==> src/rtl/usb_cdc_stream_bridge_if.sv <==
// Signal bundle between the USB CDC core, the bridge and the chip-side app pins.
// The slave modport is the bridge's view; master is the view of whatever drives it.
interface usb_cdc_stream_bridge_if #(
    parameter int OUT_DEPTH = 8,
    parameter int IN_DEPTH  = 8
);
    logic                       configured_i;
    logic [7:0]                 core_out_data_i;
    logic                       core_out_valid_i;
    logic                       core_out_ready_o;
    logic [7:0]                 app_out_data_o;
    logic                       app_out_valid_o;
    logic                       app_out_ready_i;
    logic [7:0]                 app_in_data_i;
    logic                       app_in_valid_i;
    logic                       app_in_ready_o;
    logic [7:0]                 core_in_data_o;
    logic                       core_in_valid_o;
    logic                       core_in_ready_i;
    logic [$clog2(OUT_DEPTH):0] out_level_o;
    logic [$clog2(IN_DEPTH):0]  in_level_o;

    modport slave (
        input  configured_i,
        input  core_out_data_i, core_out_valid_i, app_out_ready_i,
        input  app_in_data_i, app_in_valid_i, core_in_ready_i,
        output core_out_ready_o, app_out_data_o, app_out_valid_o,
        output app_in_ready_o, core_in_data_o, core_in_valid_o,
        output out_level_o, in_level_o
    );

    modport master (
        output configured_i,
        output core_out_data_i, core_out_valid_i, app_out_ready_i,
        output app_in_data_i, app_in_valid_i, core_in_ready_i,
        input  core_out_ready_o, app_out_data_o, app_out_valid_o,
        input  app_in_ready_o, core_in_data_o, core_in_valid_o,
        input  out_level_o, in_level_o
    );
endinterface

==> src/rtl/usb_cdc_stream_bridge.sv <==
// Buffered byte-stream bridge between the CDC core and the app pins.
// OUT (host->app) is a plain FWFT FIFO; IN (app->host) is a FIFO whose output
// is gated by a drain FSM so the host sees full packets instead of single bytes.
//
// state   | meaning
// --------+---------------------------------------------------------------
// S_HOLD  | collecting IN bytes; core_in_valid_o held low
// S_DRAIN | offering IN bytes to the core until the FIFO runs empty
module usb_cdc_stream_bridge #(
    parameter int OUT_DEPTH    = 8,
    parameter int IN_DEPTH     = 8,
    parameter int IN_BURST     = 8,
    parameter int IDLE_TIMEOUT = 4800
) (
    input logic                    clk_i,
    input logic                    rstn_i,
    usb_cdc_stream_bridge_if.slave bus
);

    localparam int OAW = $clog2(OUT_DEPTH);
    localparam int IAW = $clog2(IN_DEPTH);
    // One spare code above IDLE_TIMEOUT keeps the counter wide enough even for 0/1.
    localparam int ICW = $clog2(IDLE_TIMEOUT + 2);

    localparam logic [OAW:0]   O_ONE      = {{OAW{1'b0}}, 1'b1};
    localparam logic [IAW:0]   I_ONE      = {{IAW{1'b0}}, 1'b1};
    localparam logic [IAW:0]   BURST_LVL  = (IAW + 1)'(IN_BURST);
    localparam logic [ICW-1:0] IDLE_ONE   = {{(ICW - 1){1'b0}}, 1'b1};
    localparam logic [ICW-1:0] IDLE_LAST  = ICW'(IDLE_TIMEOUT > 0 ? IDLE_TIMEOUT - 1 : 0);
    localparam bit             TIMEOUT_ON = (IDLE_TIMEOUT != 0);

    typedef enum logic {
        S_HOLD,
        S_DRAIN
    } state_t;

    logic [7:0]     out_mem [OUT_DEPTH];
    logic [OAW:0]   out_wr;
    logic [OAW:0]   out_rd;
    logic [OAW:0]   out_level;
    logic           out_full;
    logic           out_empty;
    logic           out_push;
    logic           out_pop;

    logic [7:0]     in_mem [IN_DEPTH];
    logic [IAW:0]   in_wr;
    logic [IAW:0]   in_rd;
    logic [IAW:0]   in_level;
    logic           in_full;
    logic           in_empty;
    logic           in_push;
    logic           in_pop;

    state_t         state;
    logic [ICW-1:0] idle_cnt;

    // OUT FIFO status; outputs are forced low while the core is unconfigured.
    assign out_level            = out_wr - out_rd;
    assign out_empty            = (out_wr == out_rd);
    assign out_full             = (out_wr[OAW] != out_rd[OAW]) &&
                                  (out_wr[OAW-1:0] == out_rd[OAW-1:0]);
    assign bus.core_out_ready_o = !out_full && bus.configured_i;
    assign bus.app_out_valid_o  = !out_empty && bus.configured_i;
    assign bus.app_out_data_o   = out_mem[out_rd[OAW-1:0]];
    assign bus.out_level_o      = out_level;
    assign out_push             = bus.core_out_valid_i && bus.core_out_ready_o;
    assign out_pop              = bus.app_out_valid_o && bus.app_out_ready_i;

    // IN FIFO status; the core only sees data while draining.
    assign in_level             = in_wr - in_rd;
    assign in_empty             = (in_wr == in_rd);
    assign in_full              = (in_wr[IAW] != in_rd[IAW]) &&
                                  (in_wr[IAW-1:0] == in_rd[IAW-1:0]);
    assign bus.app_in_ready_o   = !in_full && bus.configured_i;
    assign bus.core_in_valid_o  = !in_empty && (state == S_DRAIN) && bus.configured_i;
    assign bus.core_in_data_o   = in_mem[in_rd[IAW-1:0]];
    assign bus.in_level_o       = in_level;
    assign in_push              = bus.app_in_valid_i && bus.app_in_ready_o;
    assign in_pop               = bus.core_in_valid_o && bus.core_in_ready_i;

    // OUT FIFO storage and pointers; unconfigured drops all queued bytes.
    always_ff @(posedge clk_i or negedge rstn_i) begin
        if (!rstn_i) begin
            out_wr <= '0;
            out_rd <= '0;
            for (int i = 0; i < OUT_DEPTH; i++) out_mem[i] <= '0;
        end else if (!bus.configured_i) begin
            out_wr <= '0;
            out_rd <= '0;
        end else begin
            if (out_push) begin
                out_mem[out_wr[OAW-1:0]] <= bus.core_out_data_i;
                out_wr                   <= out_wr + O_ONE;
            end
            if (out_pop) out_rd <= out_rd + O_ONE;
        end
    end

    // IN FIFO storage and pointers; unconfigured drops all queued bytes.
    always_ff @(posedge clk_i or negedge rstn_i) begin
        if (!rstn_i) begin
            in_wr <= '0;
            in_rd <= '0;
            for (int i = 0; i < IN_DEPTH; i++) in_mem[i] <= '0;
        end else if (!bus.configured_i) begin
            in_wr <= '0;
            in_rd <= '0;
        end else begin
            if (in_push) begin
                in_mem[in_wr[IAW-1:0]] <= bus.app_in_data_i;
                in_wr                  <= in_wr + I_ONE;
            end
            if (in_pop) in_rd <= in_rd + I_ONE;
        end
    end

    // Drain FSM with its idle counter: release a burst on threshold or app silence.
    always_ff @(posedge clk_i or negedge rstn_i) begin
        if (!rstn_i) begin
            state    <= S_HOLD;
            idle_cnt <= '0;
        end else if (!bus.configured_i) begin
            state    <= S_HOLD;
            idle_cnt <= '0;
        end else begin
            case (state)
                S_HOLD: begin
                    if (in_push || in_empty) begin
                        idle_cnt <= '0;
                    end else if (idle_cnt != '1) begin
                        idle_cnt <= idle_cnt + IDLE_ONE;
                    end
                    if ((in_level >= BURST_LVL) ||
                        (TIMEOUT_ON && (idle_cnt == IDLE_LAST) && !in_empty)) begin
                        state <= S_DRAIN;
                    end
                end
                S_DRAIN: begin
                    idle_cnt <= '0;
                    // Leave only when the final byte goes out and nothing new arrives.
                    if (in_empty || ((in_level == I_ONE) && in_pop && !in_push)) begin
                        state <= S_HOLD;
                    end
                end
                default: begin
                    state    <= S_HOLD;
                    idle_cnt <= '0;
                end
            endcase
        end
    end

endmodule

==> src/flat_wrapper.sv <==
// flat-port wrapper written by rule: the top's interface ports become plain ports
module usb_cdc_stream_bridge_flat 
#(
    parameter int OUT_DEPTH    = 8,
    parameter int IN_DEPTH     = 8,
    parameter int IN_BURST     = 8,
    parameter int IDLE_TIMEOUT = 4800
)
  (clk_i, rstn_i, bus_configured_i, bus_core_out_data_i, bus_core_out_valid_i, bus_app_out_ready_i, bus_app_in_data_i, bus_app_in_valid_i, bus_core_in_ready_i, bus_core_out_ready_o, bus_app_out_data_o, bus_app_out_valid_o, bus_app_in_ready_o, bus_core_in_data_o, bus_core_in_valid_o, bus_out_level_o, bus_in_level_o);
  usb_cdc_stream_bridge_if #(.OUT_DEPTH(OUT_DEPTH), .IN_DEPTH(IN_DEPTH)) bus_i ();
  input logic clk_i;
  input logic rstn_i;
  input wire logic [$bits(bus_i.configured_i)-1:0] bus_configured_i;
  input wire logic [$bits(bus_i.core_out_data_i)-1:0] bus_core_out_data_i;
  input wire logic [$bits(bus_i.core_out_valid_i)-1:0] bus_core_out_valid_i;
  input wire logic [$bits(bus_i.app_out_ready_i)-1:0] bus_app_out_ready_i;
  input wire logic [$bits(bus_i.app_in_data_i)-1:0] bus_app_in_data_i;
  input wire logic [$bits(bus_i.app_in_valid_i)-1:0] bus_app_in_valid_i;
  input wire logic [$bits(bus_i.core_in_ready_i)-1:0] bus_core_in_ready_i;
  output wire logic [$bits(bus_i.core_out_ready_o)-1:0] bus_core_out_ready_o;
  output wire logic [$bits(bus_i.app_out_data_o)-1:0] bus_app_out_data_o;
  output wire logic [$bits(bus_i.app_out_valid_o)-1:0] bus_app_out_valid_o;
  output wire logic [$bits(bus_i.app_in_ready_o)-1:0] bus_app_in_ready_o;
  output wire logic [$bits(bus_i.core_in_data_o)-1:0] bus_core_in_data_o;
  output wire logic [$bits(bus_i.core_in_valid_o)-1:0] bus_core_in_valid_o;
  output wire logic [$bits(bus_i.out_level_o)-1:0] bus_out_level_o;
  output wire logic [$bits(bus_i.in_level_o)-1:0] bus_in_level_o;
  assign bus_i.configured_i = bus_configured_i;
  assign bus_i.core_out_data_i = bus_core_out_data_i;
  assign bus_i.core_out_valid_i = bus_core_out_valid_i;
  assign bus_i.app_out_ready_i = bus_app_out_ready_i;
  assign bus_i.app_in_data_i = bus_app_in_data_i;
  assign bus_i.app_in_valid_i = bus_app_in_valid_i;
  assign bus_i.core_in_ready_i = bus_core_in_ready_i;
  assign bus_core_out_ready_o = bus_i.core_out_ready_o;
  assign bus_app_out_data_o = bus_i.app_out_data_o;
  assign bus_app_out_valid_o = bus_i.app_out_valid_o;
  assign bus_app_in_ready_o = bus_i.app_in_ready_o;
  assign bus_core_in_data_o = bus_i.core_in_data_o;
  assign bus_core_in_valid_o = bus_i.core_in_valid_o;
  assign bus_out_level_o = bus_i.out_level_o;
  assign bus_in_level_o = bus_i.in_level_o;
  usb_cdc_stream_bridge #(.OUT_DEPTH(OUT_DEPTH), .IN_DEPTH(IN_DEPTH), .IN_BURST(IN_BURST), .IDLE_TIMEOUT(IDLE_TIMEOUT)) u_core (.clk_i(clk_i), .rstn_i(rstn_i), .bus(bus_i));
endmodule
==> config.mk <==
export PLATFORM = sky130hd
export DESIGN_NAME = usb_cdc_stream_bridge_flat
export DESIGN_NICKNAME = d
export VERILOG_FILES = /design/src/rtl/usb_cdc_stream_bridge_if.sv /design/src/rtl/usb_cdc_stream_bridge.sv /design/src/flat_wrapper.sv
export SDC_FILE = /design/constraint.sdc
export NUM_CORES = 1
export LEC_CHECK = 0
export BUFFER_PORTS_ARGS = -buffer_cell sky130_fd_sc_hd__buf_2
export CORE_MARGIN = 2
export CORE_UTILIZATION = 52
export CTS_CLUSTER_DIAMETER = 60
export CTS_CLUSTER_SIZE = 40
export DETAILED_ROUTE_END_ITERATION = 16
export PLACE_DENSITY_LB_ADDON = 0.3
export SETUP_SLACK_MARGIN = 0.4
export SYNTH_ARGS = -nofsm -noshare
export SYNTH_HDL_FRONTEND = slang
export SYNTH_SLANG_ARGS = --single-unit
export TNS_END_PERCENT = 5
==> constraint.sdc <==
create_clock -name clk_i -period 5.3 [get_ports clk_i]
set_input_delay 1.06 -clock clk_i [delete_from_list [all_inputs] [get_ports clk_i]]
set_output_delay 1.06 -clock clk_i [all_outputs]
set_load 0.01 [all_outputs]
Yosys cells after proc, flatten, opt, wreduce, memory -nomap -nowiden
Cells that the tools add are included.
- word-level logic and storage cells: 109
- bits in registers: 158
- output and inout bits: 28
- input bits: 23
- bitwise logic cells: 5
- add/subtract/negate cells: 7
- mux-type cells: 28
- magnitude comparators: 7
- equality and inequality tests: 14
- reductions and logical operators: 26
- operators with widths (operator ; number):
    64-bit bitwise mux ; 2
    8-bit binary-select mux with 3-bit select ; 2
    8-bit demux with 3-bit select ; 2
    8-bit 2-to-1 mux ; 6
    13-bit 2-to-1 mux ; 3
    4-bit 2-to-1 mux ; 8
    13-bit one-hot mux with 2 select lines ; 1
    4-bit greater-or-equal comparator, second input constant ; 5
    4-bit by 1-bit adder with 4-bit output, second input constant ; 4
    1-bit logical AND ; 16
    3-bit inverter with 4-bit output ; 4
    13-bit by 1-bit adder with 13-bit output, second input constant ; 1
    13-bit equality test, second input constant ; 1
    13-bit inequality test, second input constant ; 1
    4-bit equality test ; 2
    4-bit by 1-bit < comparator with 1-bit output, second input constant ; 2
    2-bit by 1-bit inequality test with 1-bit output, second input constant ; 4
    4-bit subtractor ; 2
    3-bit equality test ; 2
    1-bit logical NOT ; 5
    4-bit by 1-bit equality test with 1-bit output, second input constant ; 1
    4-bit by 2-bit inequality test with 1-bit output, second input constant ; 1
    2-bit AND reduction ; 2
    1-bit logical OR ; 3
    other kinds (4) ; 7

Longest topological paths before layout
- depth in word-level cells: 11
- mapped depth: 11
- gate-level depth less buffers: 7

Worst setup path after synthesis
Ideal clock, no wire load.
- path type: reg2out
- start: register u_core.in_rd[1]
- end: output bus_core_in_valid_o
- path buffers: 2
- stages on the path, launching flop included: 8
- slack: 2.184 ns
- arrival time: 2.056 ns
- required time: 4.240 ns
- cell sequence: dfrtp_1 > clkbuf_1 > clkbuf_1 > inv_1 > ha_1 > and3_1 > a21oi_1 > and2_1
- longest elaborated chain between the ends: 4
- ends and longest elaborated chain (element ; RTL line ; RTL):
    from (decl) ; usb_cdc_stream_bridge.sv:48 ; logic [IAW:0] in_rd;
    from (signal assigned) ; usb_cdc_stream_bridge.sv:114 ; if (in_pop) in_rd <= in_rd + I_ONE;
    4-bit equality test ; usb_cdc_stream_bridge.sv:72 ; assign in_empty = (in_wr == in_rd);
    1-bit logical NOT ; usb_cdc_stream_bridge.sv:76 ; assign bus.core_in_valid_o = !in_empty && (state == S_DRAIN) && bus.configured_i;
    1-bit logical AND (2 in series) ; usb_cdc_stream_bridge.sv:76 ;
    to (decl) ; flat_wrapper.sv:25 ; output wire logic [$bits(bus_i.core_in_valid_o)-1:0] bus_core_in_valid_o;
Every way passes these cells.

Worst setup path after layout
- start: register u_core.in_rd[1]
- end: output bus_app_in_ready_o
- longest elaborated chain between the ends: 4
- ends and longest elaborated chain (element ; RTL line ; RTL):
    3-bit equality test ; usb_cdc_stream_bridge.sv:74 ; (in_wr[IAW-1:0] == in_rd[IAW-1:0]);
    1-bit logical AND ; usb_cdc_stream_bridge.sv:73 ; assign in_full = (in_wr[IAW] != in_rd[IAW]) &&
    1-bit logical NOT ; usb_cdc_stream_bridge.sv:75 ; assign bus.app_in_ready_o = !in_full && bus.configured_i;
    1-bit logical AND ; usb_cdc_stream_bridge.sv:75 ;
    to (decl) ; flat_wrapper.sv:23 ; output wire logic [$bits(bus_i.app_in_ready_o)-1:0] bus_app_in_ready_o;
Every way passes these cells.

==> flow_summary_export.csv <==
group,metric,value,unit
outcome,outcome,"finished clean",
worst_setup_path,path_cells,"inv_1 > ha_1 > and3_1 > a21oi_2 > buf_2",
finish,drive_above_1_share,40.5,%
routing,post_drt_wl_per_cell,18.8,um
timing,fin_crit_sh,74.1,%
timing,finalSetupTns,0,ps
timing,fin_crit,3920,ps
grt,use_met1,25.5,%
grt,grt_usage,20.9,%
die,die-area,0.0157,mm2
cts,cts_resized,0,
grt,grt_max_degree,119,
worst_setup_path,worst_setup_path_end_kind,"primary output",
placement,place_area,0.00803,mm2
timing,max_slew_margin,29.9,%
placement,place.gp.congestion,0.829,
cts,clk_latency,420,ps
yosys,ys_top_cells_by_count,"158 x dfrtp_1, 128 x mux2_2, 63 x nand2_1, 32 x mux4_2",
worst_hold_path,min_path_type,"flop to flop",
routing,vias,4734,
grt,grt.busiest_layer,"met2",
cts,cts.sinks,158,
finish,finish.utilization,59.8,%
routing,routed_wl,15400,um
timing,rsz0062_at_grt,"no",
placement,dp_cells,787,
cts,cts_tree,"done",
yosys,yosysTopAreaCell,"dfrtp_1",
worst_setup_path,worstPathArrival,2860,ps
routing,drcViolationCount,0,
worst_setup_path,path_buf_inv,2,
placement,hpwl,10300,um
yosys,yosys.area_share.xor_xnor,2.52,%
timing,final-setup-viol-count,0,
die,fp.dieW,125,um
yosys,synth-edff-count,0,
die,start_util,53.0,%
pwr,max-vdd-ir-drop,0.000252,V
finish,syn_to_final_growth,12.8,%
yosys,synth_most_common_cell,"dfrtp_1",
finish,fin_area,0.00862,mm2
worst_setup_path,path_max_fanout,21,
worst_setup_path,ff2ff_setup_slack,2010,ps
yosys,yosys_warnings,0,
grt,grt.overflow.total,0,
yosys,synthArstFlopShare,100,%
worst_setup_path,crit_family,"flip-flops",
yosys,synthSimpleGateAreaFrac,9.76,%
cts,post_cts_buffers,0,
worst_setup_path,worstSetupPathType,"flop to primary output",
grt,antenna_found_initial,0,
timing,whs,500,ps
yosys,synth.avg_cell_area,13.4,um2
cts,h-tree-depth,4,
cts,postCtsHoldBufs,0,
yosys,ys_seq_area_share,51.7,%
yosys,syn_area,0.00764,mm2
routing,drt-initial-drc-count,283,
timing,skew,7.78,ps
yosys,synthMuxAreaShare,28.3,%
routing,firstDrtPassIters,5,
yosys,synth_flop_cell,"dfrtp_1",
yosys,synth_top_area_share,51.7,%
yosys,yosys.area_share.adder,2.32,%
timing,fmax,255,MHz
cts,root_buffer,"clkbuf_16",
cts,cts_buffers,17,
placement,port_buffers,50,
yosys,ys_types,47,
finish,fin_nets,658,
worst_setup_path,cpPeakStageDelay,980,ps
cts,clock_path_buffers,2,
grt,first_global_vias,5100,
pwr,leakagePower,4.04,nW
die,die_h,125,um
timing,hold_viol_final,0,
routing,ant_nets,0,
die,core,0.0144,mm2
finish,diodes,0,
yosys,syn_inst,572,
yosys,synth-compound-area-share,2.80,%
die,row_count,44,
timing,slew_viol_final,0,
grt,use_met3,4.45,%
finish,finalNonFillerCells,819,
yosys,synth_fp_nets,608,
worst_setup_path,crit_required,4240,ps
yosys,synth_seq_cells,158,
grt,grt_pass1_wl,25600,um
pwr,power.density,383,mW/mm2
grt,grt_use_met2,36.2,%
yosys,synth_area_leaders,"dfrtp_1 52%, mux2_2 19%, mux4_2 9.4%",
worst_setup_path,slowest_stage,"dfrtp_1",
timing,worst_pin_slew,1050,ps
run,drv_cap,0,
cts,path_clk_slew,60,ps
yosys,synth_top_family_by_area,"multiplexers",
die,io_pins,51,
routing,viasPerCell,5.78,
worst_setup_path,cp-start-kind,"flop",
## cells by family (layout without fill, tap and decap cells)
group,Yosys count,after routing
flip-flops,158,158
adder cells (fa/ha/maj),13,13
buffers and inverters,42,105
AO/OA/AOI/OAI,33,33
multiplexers,160,160
AND/OR/NAND/NOR,144,144
XOR/XNOR,22,22
## state kept, by name (all words and copies together) (netlist names)
register and cells:
u_core.out_mem 64, u_core.in_rd 4, u_core.in_mem 64, u_core.in_wr 4, u_core.idle_cnt 13, u_core.out_wr 4
u_core.out_rd 4, u_core.state 1
## worst reg2reg max path: cells and delay by family, from the launching register on
| kind | cells | cell delay [ps] |
|---|---|---|
| adder cells (fa/ha/maj) | 1 | 350 |
| buffers and inverters | 1 | 120 |
| AND/OR/NAND/NOR | 2 | 790 |
| AO/OA/AOI/OAI | 1 | 540 |
| multiplexers | 1 | 400 |
| flip-flops | 1 | 980 |
## layout by cell type (no fill, tap or decap), types with 3 or more instances in the layout
| cell | n |
|---|---|
| dfrtp_1 | 158 |
| mux2_2 | 128 |
| nand2_1 | 63 |
| buf_2 | 49 |
| mux4_2 | 32 |
| nand3_1 | 22 |
| nor2_1 | 22 |
| clkbuf_16 | 17 |
| inv_1 | 16 |
| xnor2_1 | 16 |
| ha_1 | 11 |
| a21oi_1 | 8 |
| and3_1 | 8 |
| nand3_2 | 8 |
| o21ai_0 | 7 |
| xor2_1 | 6 |
| clkbuf_1 | 6 |
| clkinv_2 | 4 |
| buf_4 | 4 |
| nor3_1 | 3 |
| bufinv_16 | 3 |
## per-stage QoR
step / setup WS, ps / power, mW
floorplan: 2180 / 1.90
global placement: 1900 / 2.07
detailed placement: 1820 / 2.11
CTS: 1380 / 3.33
global route: 1230 / 3.46
finish: 1380 / 3.30
## power by group
part	leakage, nW	total (mW)	switching [mW]	internal (mW)
sequential	2.10	1.49	0.105	1.39
clock	0.289	1.22	0.457	0.763
combinational	1.65	0.586	0.262	0.324
## per-layer routing
layer | wire length (um) | share of wire (%) | vias up
li1 | - | - | 2172
met1 | 6630 | 43 | 2452
met2 | 7950 | 52 | 79
met3 | 468 | 3.0 | 31
met4 | 377 | 2.4 | 0
met5 | 0 | 0 | -
## final timing paths
kind                                                 from                        endpoint  depth (start not counted)
max in group asynchronous                          rstn_i   u_core.in_mem[56]$_DFFE_PN0P_                          2
min reg2reg                u_core.out_mem[53]$_DFFE_PN0P_  u_core.out_mem[53]$_DFFE_PN0P_                          1
min in group asynchronous                          rstn_i  u_core.out_mem[62]$_DFFE_PN0P_                          1
max                           u_core.in_rd[1]$_DFFE_PN0P_              bus_app_in_ready_o                          5
max reg2reg                   u_core.in_rd[1]$_DFFE_PN0P_   u_core.in_mem[42]$_DFFE_PN0P_                          6
min                        u_core.out_mem[53]$_DFFE_PN0P_  u_core.out_mem[53]$_DFFE_PN0P_                          1
## final cells by class
type	instances	area (um2)
clock buffers	25	475
clock inverters	7	110
fillers	1108	5800
inverters	19	71.3
multi-input cells	372	3490
flip-flops and latches	158	3950
well taps	184	230
repair buffers	54	287
Note: power is estimated with default switching activity, not from simulation.
